## src/rtl/instr_fetch_queue.sv

```systemverilog
// Fetch stage: owns the fetch PC, keeps one request in flight to instruction memory,
// and queues PC-tagged words for decode. A redirect flushes the queue and the in-flight fetch.
module instr_fetch_queue #(
    parameter int unsigned DEPTH    = 4,
    parameter logic [31:0] RESET_PC = 32'h0000_0000
) (
    input  logic        clk_i,
    input  logic        rst_i,
    output logic        imem_req_o,
    output logic [31:0] imem_addr_o,
    input  logic        imem_valid_i,
    input  logic [31:0] imem_data_i,
    input  logic        redirect_i,
    input  logic [31:0] redirect_pc_i,
    output logic        instr_valid_o,
    output logic [31:0] instr_o,
    output logic [31:0] pc_o,
    output logic [31:0] pc_plus4_o,
    input  logic        instr_ready_i
);
    // state     | meaning
    // S_REQ     | no fetch in flight; issue one when the queue has room
    // S_WAIT    | one fetch in flight; its response is pushed
    // S_DISCARD | in-flight fetch was flushed; its response is dropped
    localparam int unsigned  PW       = $clog2(DEPTH);
    localparam logic [PW:0]  LP_DEPTH = (PW + 1)'(DEPTH);

    typedef enum logic [1:0] {S_REQ, S_WAIT, S_DISCARD} state_t;

    state_t          r_state;
    logic [31:0]     r_fetch_pc;
    logic [31:0]     r_req_pc;
    logic [PW:0]     r_count;
    logic [PW-1:0]   r_wr_ptr;
    logic [PW-1:0]   r_rd_ptr;
    logic [31:0]     r_instr_mem [DEPTH];
    logic [31:0]     r_pc_mem    [DEPTH];

    logic w_valid;
    logic w_issue;
    logic w_push;
    logic w_pop;

    assign w_valid = (r_count != '0);
    assign w_issue = rst_i && !redirect_i && (r_state == S_REQ) && (r_count < LP_DEPTH);
    assign w_push  = rst_i && !redirect_i && (r_state == S_WAIT) && imem_valid_i;
    assign w_pop   = rst_i && !redirect_i && w_valid && instr_ready_i;

    always_ff @(posedge clk_i) begin
        if (!rst_i) begin
            r_state    <= S_REQ;
            r_fetch_pc <= RESET_PC;
            r_req_pc   <= RESET_PC;
            r_count    <= '0;
            r_wr_ptr   <= '0;
            r_rd_ptr   <= '0;
        end else if (redirect_i) begin
            r_count    <= '0;
            r_wr_ptr   <= '0;
            r_rd_ptr   <= '0;
            r_fetch_pc <= redirect_pc_i & 32'hFFFF_FFFC;
            // A response landing in the redirect cycle retires the in-flight fetch now
            if (r_state == S_WAIT) begin
                r_state <= imem_valid_i ? S_REQ : S_DISCARD;
            end
        end else begin
            case (r_state)
                S_REQ: begin
                    if (w_issue) begin
                        r_req_pc   <= r_fetch_pc;
                        r_fetch_pc <= r_fetch_pc + 32'd4;
                        r_state    <= S_WAIT;
                    end
                end
                S_WAIT: begin
                    if (imem_valid_i) r_state <= S_REQ;
                end
                S_DISCARD: begin
                    if (imem_valid_i) r_state <= S_REQ;
                end
                default: r_state <= S_REQ;
            endcase

            if (w_push) r_wr_ptr <= r_wr_ptr + 1'b1;
            if (w_pop)  r_rd_ptr <= r_rd_ptr + 1'b1;

            case ({w_push, w_pop})
                2'b10:   r_count <= r_count + 1'b1;
                2'b01:   r_count <= r_count - 1'b1;
                default: r_count <= r_count;
            endcase
        end
    end

    // Storage needs no reset: head fields are masked while the queue is empty
    always_ff @(posedge clk_i) begin
        if (w_push) begin
            r_instr_mem[r_wr_ptr] <= imem_data_i;
            r_pc_mem[r_wr_ptr]    <= r_req_pc;
        end
    end

    assign imem_req_o    = w_issue;
    assign imem_addr_o   = r_fetch_pc;
    assign instr_valid_o = w_valid;
    assign instr_o       = w_valid ? r_instr_mem[r_rd_ptr] : '0;
    assign pc_o          = w_valid ? r_pc_mem[r_rd_ptr] : '0;
    assign pc_plus4_o    = w_valid ? (r_pc_mem[r_rd_ptr] + 32'd4) : '0;
endmodule

```

## config.mk

```make
export PLATFORM = sky130hd
export DESIGN_NAME = instr_fetch_queue
export DESIGN_NICKNAME = d
export VERILOG_FILES = /design/src/rtl/instr_fetch_queue.sv
export SDC_FILE = /design/constraint.sdc
export NUM_CORES = 1
export LEC_CHECK = 0
export BUFFER_PORTS_ARGS = -buffer_cell sky130_fd_sc_hd__buf_2
export CORE_UTILIZATION = 52
export CTS_CLUSTER_SIZE = 24
export DETAILED_ROUTE_END_ITERATION = 12
export PLACE_DENSITY = 0.74
export SLEW_MARGIN = 20
export SYNTH_ARGS = -nofsm -noshare
export SYNTH_HDL_FRONTEND = slang
export SYNTH_SLANG_ARGS = --single-unit
```

## constraint.sdc

```tcl
create_clock -name clk_i -period 3.4 [get_ports clk_i]
set_input_delay 0 -clock clk_i [delete_from_list [all_inputs] [get_ports clk_i]]
set_output_delay 0 -clock clk_i [all_outputs]
set_load 0.02 [all_outputs]
```

======== After elaboration in Yosys (flattened, before gate mapping) ========
Memories as Yosys holds them, arrays and structs flattened. A register that Yosys moved wholly into a read port is not among the register bits.
Cells that the tools add are included.
Widths: inputs -> output; s select.
word-level totals
  bits in registers ....................... 73
  bits in writable memories ............... 256
  input port bits ......................... 69
  memories kept ........................... 2
memories
  memory       words  width  rd ports  clocked after Yosys merged registers in  write ports  RTL line  source
  r_instr_mem  4      32     1         1                                        1            36        logic [31:0] r_instr_mem [DEPTH];
  r_pc_mem     4      32     1         1                                        1            37        logic [31:0] r_pc_mem [DEPTH];
cells by class
  add/sub/neg operators ................... 6
  $lt $le $gt $ge ......................... 1
  eq/ne operators ......................... 7
  mux-type cells .......................... 19
  bitwise logic cells ..................... 2
  reductions and logical operators ........ 19
operators by type and width
  cell                   count
  $mux 32                6
  $add 32x3->32 const B  2
  $mux 2                 9
  $logic_and 1x1->1      7
  $pmux 3 s2             1
  $reduce_and 3->1       2
  $reduce_bool 2->1      3
  $add 2x1->2 const B    2
  $eq 2x1->1 const B     2
  $eq 2x2->1 const B     2
  $pmux 2 s2             1
  $reduce_and 2->1       2
  $reduce_or 2->1        2
  $add 3x1->3 const B    1
  $lt 3x3->1 const B     1
  $ne 3x1->1 const B     1
  $ne 3x3->1 const B     1
  $reduce_bool 3->1      1
  $sub 3x1->3 const B    1
  $logic_not 2->1        1
  $mux 1                 2
  $ne 2x1->1 const B     1
  $not 1->1              2
  $logic_not 1->1        1

======== Depth between registers and ports, before layout ========
Gate-level depths: netlist of the first run.
  depth in word-level cells ............... 7
  gate-level depth with buffers ........... 11

======== Least setup slack after synthesis of the first run ========
OpenSTA, ideal clock, no wires.
  path type ............................... reg-to-reg
  start point ............................. register r_state[1]
  end point ............................... memory r_instr_mem[0][0], enable pin
  setup time .............................. 0.427 ns
  arrival ................................. 2.305 ns
  data required time ...................... 2.973 ns
  path slack .............................. 0.668 ns
  cell stages (with the launch flop) ...... 6
  path buffers ............................ 0
  cell sequence ........................... dfxtp_1 inv_1 ha_1 nand2_1 nor2_1 and2_1
on the way
  cells in the longest elaborated chain, start to end .. 5
RTL lines
  item                            RTL line  source
  start: declaration              30        state_t r_state;
  start signal: assignment        64        r_state <= imem_valid_i ? S_REQ : S_DISCARD;
  $eq 2x1->1                      46        assign w_push = rst_i && !redirect_i && (r_state == S_WAIT) && imem_valid_i;
  $logic_and 1x1->1 (2 in a row)  46
  $mux 1                          97        if (w_push) begin
  $mux 1 (not written as such)    98        r_instr_mem[r_wr_ptr] <= imem_data_i;
  end: declaration                36
No other way between the ends.

==> results of run 1 <==
## cell usage in the layout, fill, tap and decap left out, types with 9 or more instances in the layout
cell and instances:
a21oi_1 27, a31oi_1 12, and2_1 67, buf_2 190
buf_4 17, clkbuf_1 14, clkbuf_16 31, dfxtp_1 69
dlygate4sd3_1 74, edfxtp_1 248, ha_1 9, inv_1 18
mux4_1 15, mux4_2 47, nand2_1 87, nand3_1 49
nand4_1 21, nor2_1 58, nor3_1 9, o21ai_0 22
or4_1 9, xnor2_1 10, xor2_1 11
## final timing paths
check | slack, ps | startpoint | cells past startpoint | to
setup reg to reg | 570 | r_state[1] | 11 | imem_addr_o[20]
hold / removal | 200 | imem_data_i[6] | 2 | r_instr_mem[1][6]
setup / recovery | 240 | register | 7 | pc_plus4_o[31]
hold reg to reg | 480 | r_state[1] | 2 | r_state[1]
## stage by stage
step	instances	hold slack [ps]	util	power [mW]
after floorplan	952	98.9	-	4.56
after global placement	1439	214	0.587	4.69
after detailed placement	1439	216	0.587	4.70
after CTS	1571	187	0.654	8.01
after global routing	1572	203	0.656	8.22
final	1572	204	0.656	7.96
## area by class of cell
class,instances,area [um2]
inverter,20,75.1
sequential,319,8880
clock inverter,7,70.1
multi-input combinational,557,4410
tap,330,413
timing repair buffer,288,1950
fill,1792,8770
clock buffer,51,911
## worst max-delay path, delay by kind of cell (launching register included)
kind,cells,cell delay [ps]
mux,2,690
buf+inv,2,540
flops,1,520
simple gates,3,840
## registers in the layout (all words and copies together), names as in the netlist, named ones only
register,flops
r_instr_mem,128
r_pc_mem,120
imem_addr_o,30
r_req_pc,30
r_count,3
r_rd_ptr,2
r_state,2
r_wr_ptr,2
## cell families (layout without fill, tap and decap cells)
logic type	count (synthesis)	count (layout)
flip-flops	319	319
multiplexers	73	73
buffers and inverters	76	366
other	1	6
adder cells (fa/ha/maj)	10	10
AND/OR/NAND/NOR	348	348
AO/OA/AOI/OAI	99	99
XOR/XNOR	21	21
## metal layers
layer  routed length (um)  up-vias
li1                     -     4160
met4                  515        0
met3                 2310       44
met5                    0        -
met2                14300      374
met1                13200     4423
## report_power, final
part	switching [mW]	internal, mW
combinational	0.216	0.168
sequential	0.0679	4.24
clock	1.37	1.90
total	1.65	6.31
## repair_timing
item                       4_1_cts  5_1_grt
hold buffers                    74        0
gates resized for setup          0        3
hold endpoints to repair       166        0
buffers inserted                 0        1
setup endpoints to repair        0        9
==> results.md, run 1 <==
* Slew Viols, Final at 0
* Placement Cell Area at approximately 15,000 um2
* Share of the synthesized area in the top cell type at 0.547
* Die W at roughly 160 um
* Fin. Hold Viols at 0
* Post-DP HPWL at 19,300 um
* Vias per inst at ~5.7
* Synth area leader: edfxtp_1
* Yosys reg bits at between 300 and 400
* Largest cells by area after synthesis: edfxtp_1 55%, dfxtp_1 10%, mux4_2 7.8%
* Share of layout cells above drive strength 1 at 0.267
* Synth top cells by count: 248 x edfxtp_1, 87 x nand2_1, 71 x and2_1, 71 x dfxtp_1, 58 x nor2_1
* Post-synth EDFFs at between 200 and 250
* Worst path max stage delay at approximately 520 ps
* Core area at 25,500 um2
* Leakage at just over 6 nW
* Initial antenna violation count at 0
* Met2 Use GR at 0.378
* GRT met1 Usage at 0.314
* Xor and xnor area share after synthesis at 0.0135
* Post-Syn Area at 13,600 um2
* Outcome: complete, no violations
* Final Critical Period at 3160 ps
* Total CTS buffers at 31
* Final Skew at between 10 and 15 ps
* CTS tree: done
* Crit. End Element: output port
* ANT cells at 0
* Post-Syn Instances at around 950
* CTS root buf: clkbuf_16
* Final period utilization at 0.929
* Gr usage total at 0.227
* # H-tree levels at 1
* Seq/Total Area, Yosys at 0.651
* Final nets at 1,296
* Setup TNS at 0 ps
* DR vias at around 9,000
* Grt ovf at 0
* Worst path arrival time at 3160 ps
* DRC at 0
* Max clock buf depth at 3
* Slew @ Worst Pin at 844 ps
* Drt pass-1 iters at 9
* Wirelength per Cell at about 19 um
* Gpl congestion at 0.897
* Post-synth ARST share at 0
* Hold Path Class: input port to register
* Routed Antenna Nets at 0
* Layout area overhead at 22.6%
* Synth Area in Compound Gates at 0.0466
* Final Instance Area at 16,700 um2
* Max Cap Violations at 0
* Num rows at 58
* Largest net degree at the start of global routing at 63
* CP Max Fanout at 20
* Die extent in y at approximately 160 um
* Starting DRT DRC Count at 710
* Ordered cell list for the critical path: buf_4, mux4_1, nand4_1, nor4_2, nand4_1, mux2_1, buf_2
* Most common cell in the synthesized netlist: edfxtp_1
* Max IR drop VDD at around 0.46 mV
* RSZ-0062 raised after global routing: no
* First-pass GRT wire length at 47,200 um
* Post-Synth Simple-Gate Area at 0.135
* Fmax at 0.316 GHz
* Post-synthesis cell type count at between 60 and 70
* CP required at roughly 3400 ps
* Power Density at about 480 nW/um2
* Clock slew at reported path FFs at ~60 ps
* Setup Viol. Count Final at 0
* Post-synthesis mux area share at 0.116
* Starting Density at 0.535
* CP most frequent cell: nand4_1
* Port bufs at 190
* Post-layout worst setup margin at between 200 and 250 ps
* Placement Setup Slack at between 600 and 700 ps
* Most used routing layer: met2
* Post-synthesis adder-cell area fraction at 0.00973
* CTS sink count at roughly 320
* Final Routed Wirelength at approximately 30,000 um
* Rel. slew slack at 0.437
* I/O pins at a little under 200
* Slowest CP cell: dfxtp_4
* Critical path type: register to output port
* Startpoint Class: register
* M3 GR Usage at 0.0341
* Synthesis warning total at 0
* Worst skew pair latency at about 560 ps
* Die area at between 20,000 and 30,000 um2
* Largest family of logic cells by synthesized area: simple AND/OR/NAND/NOR gates
* Ys flop type: edfxtp_1
* Mapped Avg Cell Area at approximately 14 um2
* Vias in the first global route at ~9,000
Power figures use the tool's default switching activity.
==> inputs of run 2 (changes only) <==
CORE_UTILIZATION = 40   (was 52)
PLACE_DENSITY = default   (was 0.74)
==> run 2 against run 1 <==
Compared with the run above: clock power up 4%; count of clock-buffer cells in the layout down 4; largest power group unchanged; register-to-register slack improved by 270 ps; final area grew 0.16%; critical path type unchanged; worst hold slack worse by 170 ps.
==> results.md, run 2 (synthesis gave the netlist of run 1 again) <==
* Power Density at 484 nW/um2 (was 477 nW/um2)
* Initial antenna violation count at 1 (was 0)
* Drt pass-1 iters at 5 (was 9)
* DR vias at 8,881 (was 9,001)
* Share of layout cells above drive strength 1 at 0.261 (was 0.267)
* Placed cell count at 1,553 (was 1,439)
* Largest regs: r_instr_mem (128), r_pc_mem (120) (unchanged)
* CP Max Fanout at 30 (was 20)
* Total CTS buffers at 34 (was 31)
* Die area at 34,800 um2 (was 26,900 um2)
* Max clock buf depth at 3 (unchanged)
* Worst skew pair latency at 510 ps (was 560 ps)
* Largest register FFs at 128 (unchanged)
* Final period utilization at 0.924 (was 0.929)
* Setup Viol. Count Final at 0 (unchanged)
* Slew @ Worst Pin at 685 ps (was 844 ps)
* CTS sink count at 319 (unchanged)
* I/O pins at 199 (unchanged)
* CTS root buf: clkbuf_16 (unchanged)
* Post-layout worst setup margin at 260 ps (was 240 ps)
* Crit. End Element: output port (unchanged)
* Post-DP HPWL at 20,000 um (was 19,300 um)
* ANT cells at 0 (unchanged)
* Leakage at 6.06 nW (was 6.13 nW)
* Setup TNS at 0 ps (unchanged)
* Die extent in y at 187 um (was 164 um)
* Num rows at 67 (was 58)
* Clock slew at reported path FFs at 70 ps (was 60 ps)
* Gr usage total at 0.178 (was 0.227)
* Max IR drop VDD at 0.283 mV (was 0.459 mV)
* Commonest non-fill, non-tap cell in the layout: edfxtp_1 (unchanged)
* Placement Setup Slack at 744 ps (was 619 ps)
* Outcome: complete, no violations (unchanged)
* Port bufs at 190 (unchanged)
* First-pass GRT wire length at 48,700 um (was 47,200 um)
* Final nets at 1,283 (was 1,296)
* CP required at 3400 ps (about the same)
* Most frequent cells in the layout: 248 x edfxtp_1, 190 x buf_2, 87 x nand2_1, 69 x dfxtp_1, 67 x and2_1 (was 248 x edfxtp_1, 190 x buf_2, 87 x nand2_1, 74 x dlygate4sd3_1, 69 x dfxtp_1)
* Fmax at 0.318 GHz (was 0.316 GHz)
* Die W at 187 um (was 164 um)
* Starting Density at 0.406 (was 0.535)
* CTS tree: done (unchanged)
* Gpl congestion at 0.844 (was 0.897)
* Wirelength per Cell at 18.6 um (was 19.3 um)
* Startpoint Class: register (unchanged)
* Worst path arrival time at 3140 ps (was 3160 ps)
* Critical path type: register to output port (unchanged)
* Hold Path Class: input port to register (unchanged)
* # H-tree levels at 2 (was 1)
* Routed Antenna Nets at 0 (unchanged)
* Cell Count, Final, Fillers Out at 1,676 (was 1,572)
* Slew Viols, Final at 0 (unchanged)
* Vias per inst at 5.30 (was 5.73)
* Fin. Hold Viols at 0 (unchanged)
* Total power at 8.09 mW (was 7.96 mW)
* Final Routed Wirelength at 31,100 um (was 30,300 um)
* RSZ-0062 raised after global routing: no (unchanged)
* Starting DRT DRC Count at 505 (was 710)
* Grt ovf at 0 (unchanged)
* DRC at 0 (unchanged)
* Vias in the first global route at 8,608 (was 9,056)
* Biggest register: r_instr_mem (unchanged)
* Final Critical Period at 3140 ps (was 3160 ps)
* Hold_ws at 33.7 ps (was 204 ps)
* Core area at 33,500 um2 (was 25,500 um2)
* Layout area overhead at 22.7% (was 22.6%)
* Rel. slew slack at 0.542 (was 0.437)
* CTS resizes at 0 (unchanged)
* Max Cap Violations at 0 (unchanged)
* Largest net degree at the start of global routing at 53 (was 63)
* Final Skew at 16.8 ps (was 14.2 ps)
run 2: layer usage:
layer,up-vias,GRT usage,part of all wire
met3,45,0.0369,0.067
met1,4370,0.253,0.46
met5,-,0,0.00035
li1,4137,-,-
met4,2,0.0470,0.019
met2,327,0.277,0.45
run 2: per-stage QoR:
stage                      util  area (um2)
after floorplan               -       13600
after global placement    0.450       15100
after detailed placement  0.450       15100
after CTS                 0.499       16700
after global routing      0.499       16700
final                     0.499       16700
run 2: critical path, stage by stage, from the launching register on:
cell     delay (ps)
dfxtp_4         490
buf_12          290
mux4_1          700
and2_1          260
and2_1          240
nand3_1         130
mux2_1          340
buf_2           180
run 2: final cells by class:
class	instances	area (um2)
clock buffers	47	921
inverters	20	75.1
clock inverters	13	88.8
fillers	2908	16800
well taps	448	561
flip-flops and latches	319	8870
repair buffers	272	1800
multi-input cells	557	4410
run 2: final timing paths:
check	cells past startpoint	from	slack (ps)	to
worst max-delay path	7	register	260	pc_plus4_o[29]
worst min-delay path	4	redirect_i	30	imem_addr_o[17]
worst max register to register	9	r_state[0]	840	imem_addr_o[16]
worst min register to register	2	r_state[1]	480	r_state[1]
run 2: where the power goes:
part	switching, mW	total, mW	leakage, nW	internal [mW]
registers	0.0687	4.31	2.82	4.24
logic	0.215	0.374	2.76	0.159
clock network	1.44	3.41	0.481	1.97
run 2: repair_timing:
action	4_1_cts	5_1_grt
hold buffers	63	0
setup buffers	0	0
hold endpoints to repair	161	0
==> inputs of run 3 (changes only) <==
SETUP_SLACK_MARGIN = 0.5   (was default)
==> run 3 against run 2 <==
Compared with the run above: flip-flop and latch count stayed put; sequential power hardly changed; worst setup slack better by 290 ps; register-to-register slack hardly changed; die area stayed put; final area is 1.9% higher; count of clock-buffer cells in the layout stayed put; critical endpoint unchanged; largest cell class unchanged.
==> results.md, run 3 (synthesis gave the netlist of run 1 again) <==
* Setup TNS at 0 ps (unchanged)
* Psw at 1.72 mW (about the same)
* Rel. slew slack at 0.540 (was 0.542)
* ANT cells at 0 (unchanged)
* Part of the power in registers at 0.533 (about the same)
* Clock group share of total power at 0.421 (about the same)
* CP required at 3400 ps (about the same)
* Startpoint Class: register (unchanged)
* Starting DRT DRC Count at 415 (was 505)
* Gpl congestion at 0.844 (unchanged)
* Fin. Hold Viols at 0 (unchanged)
* Final period utilization at 0.839 (was 0.924)
* Power Density at 475 nW/um2 (was 484 nW/um2)
* Gr usage total at 0.183 (was 0.178)
* Final Routed Wirelength at 32,400 um (was 31,100 um)
* Fill count at 2,897 (was 2,908)
* Largest net degree at the start of global routing at 53 (unchanged)
* Largest register FFs at 128 (unchanged)
* Setup Viol. Count Final at 0 (unchanged)
* CP Max Fanout at 15 (was 30)
* Leakage at 6.21 nW (was 6.06 nW)
* Commonest non-fill, non-tap cell in the layout: edfxtp_1 (unchanged)
* Final Skew at 16.4 ps (was 16.8 ps)
* Slew @ Worst Pin at 687 ps (was 685 ps)
* Drt pass-1 iters at 6 (was 5)
* Die extent in y at 187 um (unchanged)
* Fmax at 0.351 GHz (was 0.318 GHz)
* Placed cell count at 1,553 (unchanged)
* I/O pins at 199 (unchanged)
* Worst skew pair latency at 500 ps (was 510 ps)
* CTS root buf: clkbuf_16 (unchanged)
* Die area at 34,800 um2 (unchanged)
* Starting Density at 0.406 (unchanged)
* Final nets at 1,305 (was 1,283)
* Cell internal pwr at 6.37 mW (about the same)
* Slew Viols, Final at 0 (unchanged)
* Post-layout util at 0.508 (was 0.499)
* Routed Antenna Nets at 0 (unchanged)
* Vias in the first global route at 8,810 (was 8,608)
* Clock slew at reported path FFs at 60 ps (was 70 ps)
* Wirelength per Cell at 19.1 um (was 18.6 um)
* Initial antenna violation count at 1 (unchanged)
* Die W at 187 um (unchanged)
* Num rows at 67 (unchanged)
* First-pass GRT wire length at 50,000 um (was 48,700 um)
* Hold Path Class: input port to register (unchanged)
* CTS tree: done (unchanged)
* Max clock buf depth at 3 (unchanged)
* Critical path type: register to output port (unchanged)
* Layout area overhead at 25.1% (was 22.7%)
* Cell Count, Final, Fillers Out at 1,698 (was 1,676)
* Port bufs at 190 (unchanged)
* Final Critical Period at 2850 ps (was 3140 ps)
* Share of layout cells above drive strength 1 at 0.295 (was 0.261)
* DR vias at 9,023 (was 8,881)
* Core area at 33,500 um2 (unchanged)
* Max Cap Violations at 0 (unchanged)
* RSZ-0062 raised after global routing: yes (was no)
* Largest regs: r_instr_mem (128), r_pc_mem (120) (unchanged)
* Max IR drop VDD at 0.282 mV (was 0.283 mV)
* Switching part of the total at 0.212 (was 0.213)
* Grt ovf at 0 (unchanged)
* DRC at 0 (unchanged)
* CTS sink count at 319 (unchanged)
* Vias per inst at 5.31 (was 5.30)
* # H-tree levels at 2 (unchanged)
* Crit. End Element: output port (unchanged)
* Most frequent cells in the layout: 248 x edfxtp_1, 187 x buf_2, 86 x nand2_1, 69 x dfxtp_1, 65 x and2_1 (was 248 x edfxtp_1, 190 x buf_2, 87 x nand2_1, 69 x dfxtp_1, 67 x and2_1)
* Logic pwr share at 0.047 (was 0.046)
* Worst path arrival time at 2850 ps (was 3140 ps)
* Outcome: complete, no violations (unchanged)
* Total CTS buffers at 34 (unchanged)
* Biggest register: r_instr_mem (unchanged)
* Post-DP HPWL at 20,000 um (unchanged)
## run 3: cell count changes in the layout (fill, tap and decap cells not counted), moves of 2 or more
cell and change:
nor4_1 -4, mux4_2 +10, a21oi_2 +2, mux4_1 -10
or4_1 -2, buf_16 +2, buf_2 -3, and2_1 -2
buf_4 +19, and2_2 +2, a21oi_1 -2, nor4_4 +3
or4_4 +2
## run 3: cell type report
cell class | instances | area (um2) | area share
clock inverter | 13 | 88.8 | 0.00521
clock buffer | 47 | 921 | 0.0540
multi-input combinational | 558 | 4480 | 0.263
timing repair buffer | 293 | 2050 | 0.120
sequential | 319 | 8880 | 0.521
inverter | 20 | 75.1 | 0.00440
tap | 448 | 561 | 0.0329
## run 3: what timing repair did
item	in CTS	in global routing
hold endpoints to repair	161	0
pin swaps	7	4
endpoints found under the setup margin	17	12
resized for setup	25	15
hold buffers	63	0
buffers inserted	10	9
gates cloned	3	0
## run 3: metrics by stage
stage / power [mW] / instance area, um2 / hold WS [ps] / setup WS [ps]
final: 8.09 / 17000 / 33.5 / 548
after global placement: 4.70 / 15100 / 217 / 775
after CTS: 8.16 / 16900 / 14.9 / 489
after global routing: 8.37 / 17000 / 41.4 / 432
after floorplan: 4.56 / 13600 / 98.9 / 668
after detailed placement: 4.71 / 15100 / 226 / 744
## run 3: path summary, 6_finish.rpt
kind         startpoint              end  slack, ps  depth (start not counted)
min          redirect_i  imem_addr_o[17]         30                          4
min reg2reg  r_state[1]       r_state[1]        480                          2
max            register   pc_plus4_o[29]        550                          7
max reg2reg  r_state[0]  imem_addr_o[16]        840                          9
## run 3: per-layer routing
layer | part of all wire | global-route usage | up-vias
li1 | - | - | 4176
met2 | 0.46 | 0.291 | 366
met1 | 0.44 | 0.255 | 4420
met5 | 0.00034 | 0 | -
met3 | 0.073 | 0.0365 | 59
met4 | 0.024 | 0.0571 | 2
## run 3: worst max-delay path, stage by stage (launching register included)
cell and delay [ps]:
dfxtp_4 450, buf_16 200, mux4_2 560, and2_2 250, and2_1 240, nand3_1 130, mux2_1 340, buf_2 180
## run 3: power by group through the flow
stage          logic (mW)  clock network, mW  registers (mW)
6_report            0.377               3.40            4.31
5_1_grt             0.412               3.64            4.32
4_1_cts             0.376               3.48            4.31
3_5_place_dp        0.316                  0            4.39
3_3_place_gp        0.310                  0            4.39
2_1_floorplan       0.164                  0            4.40
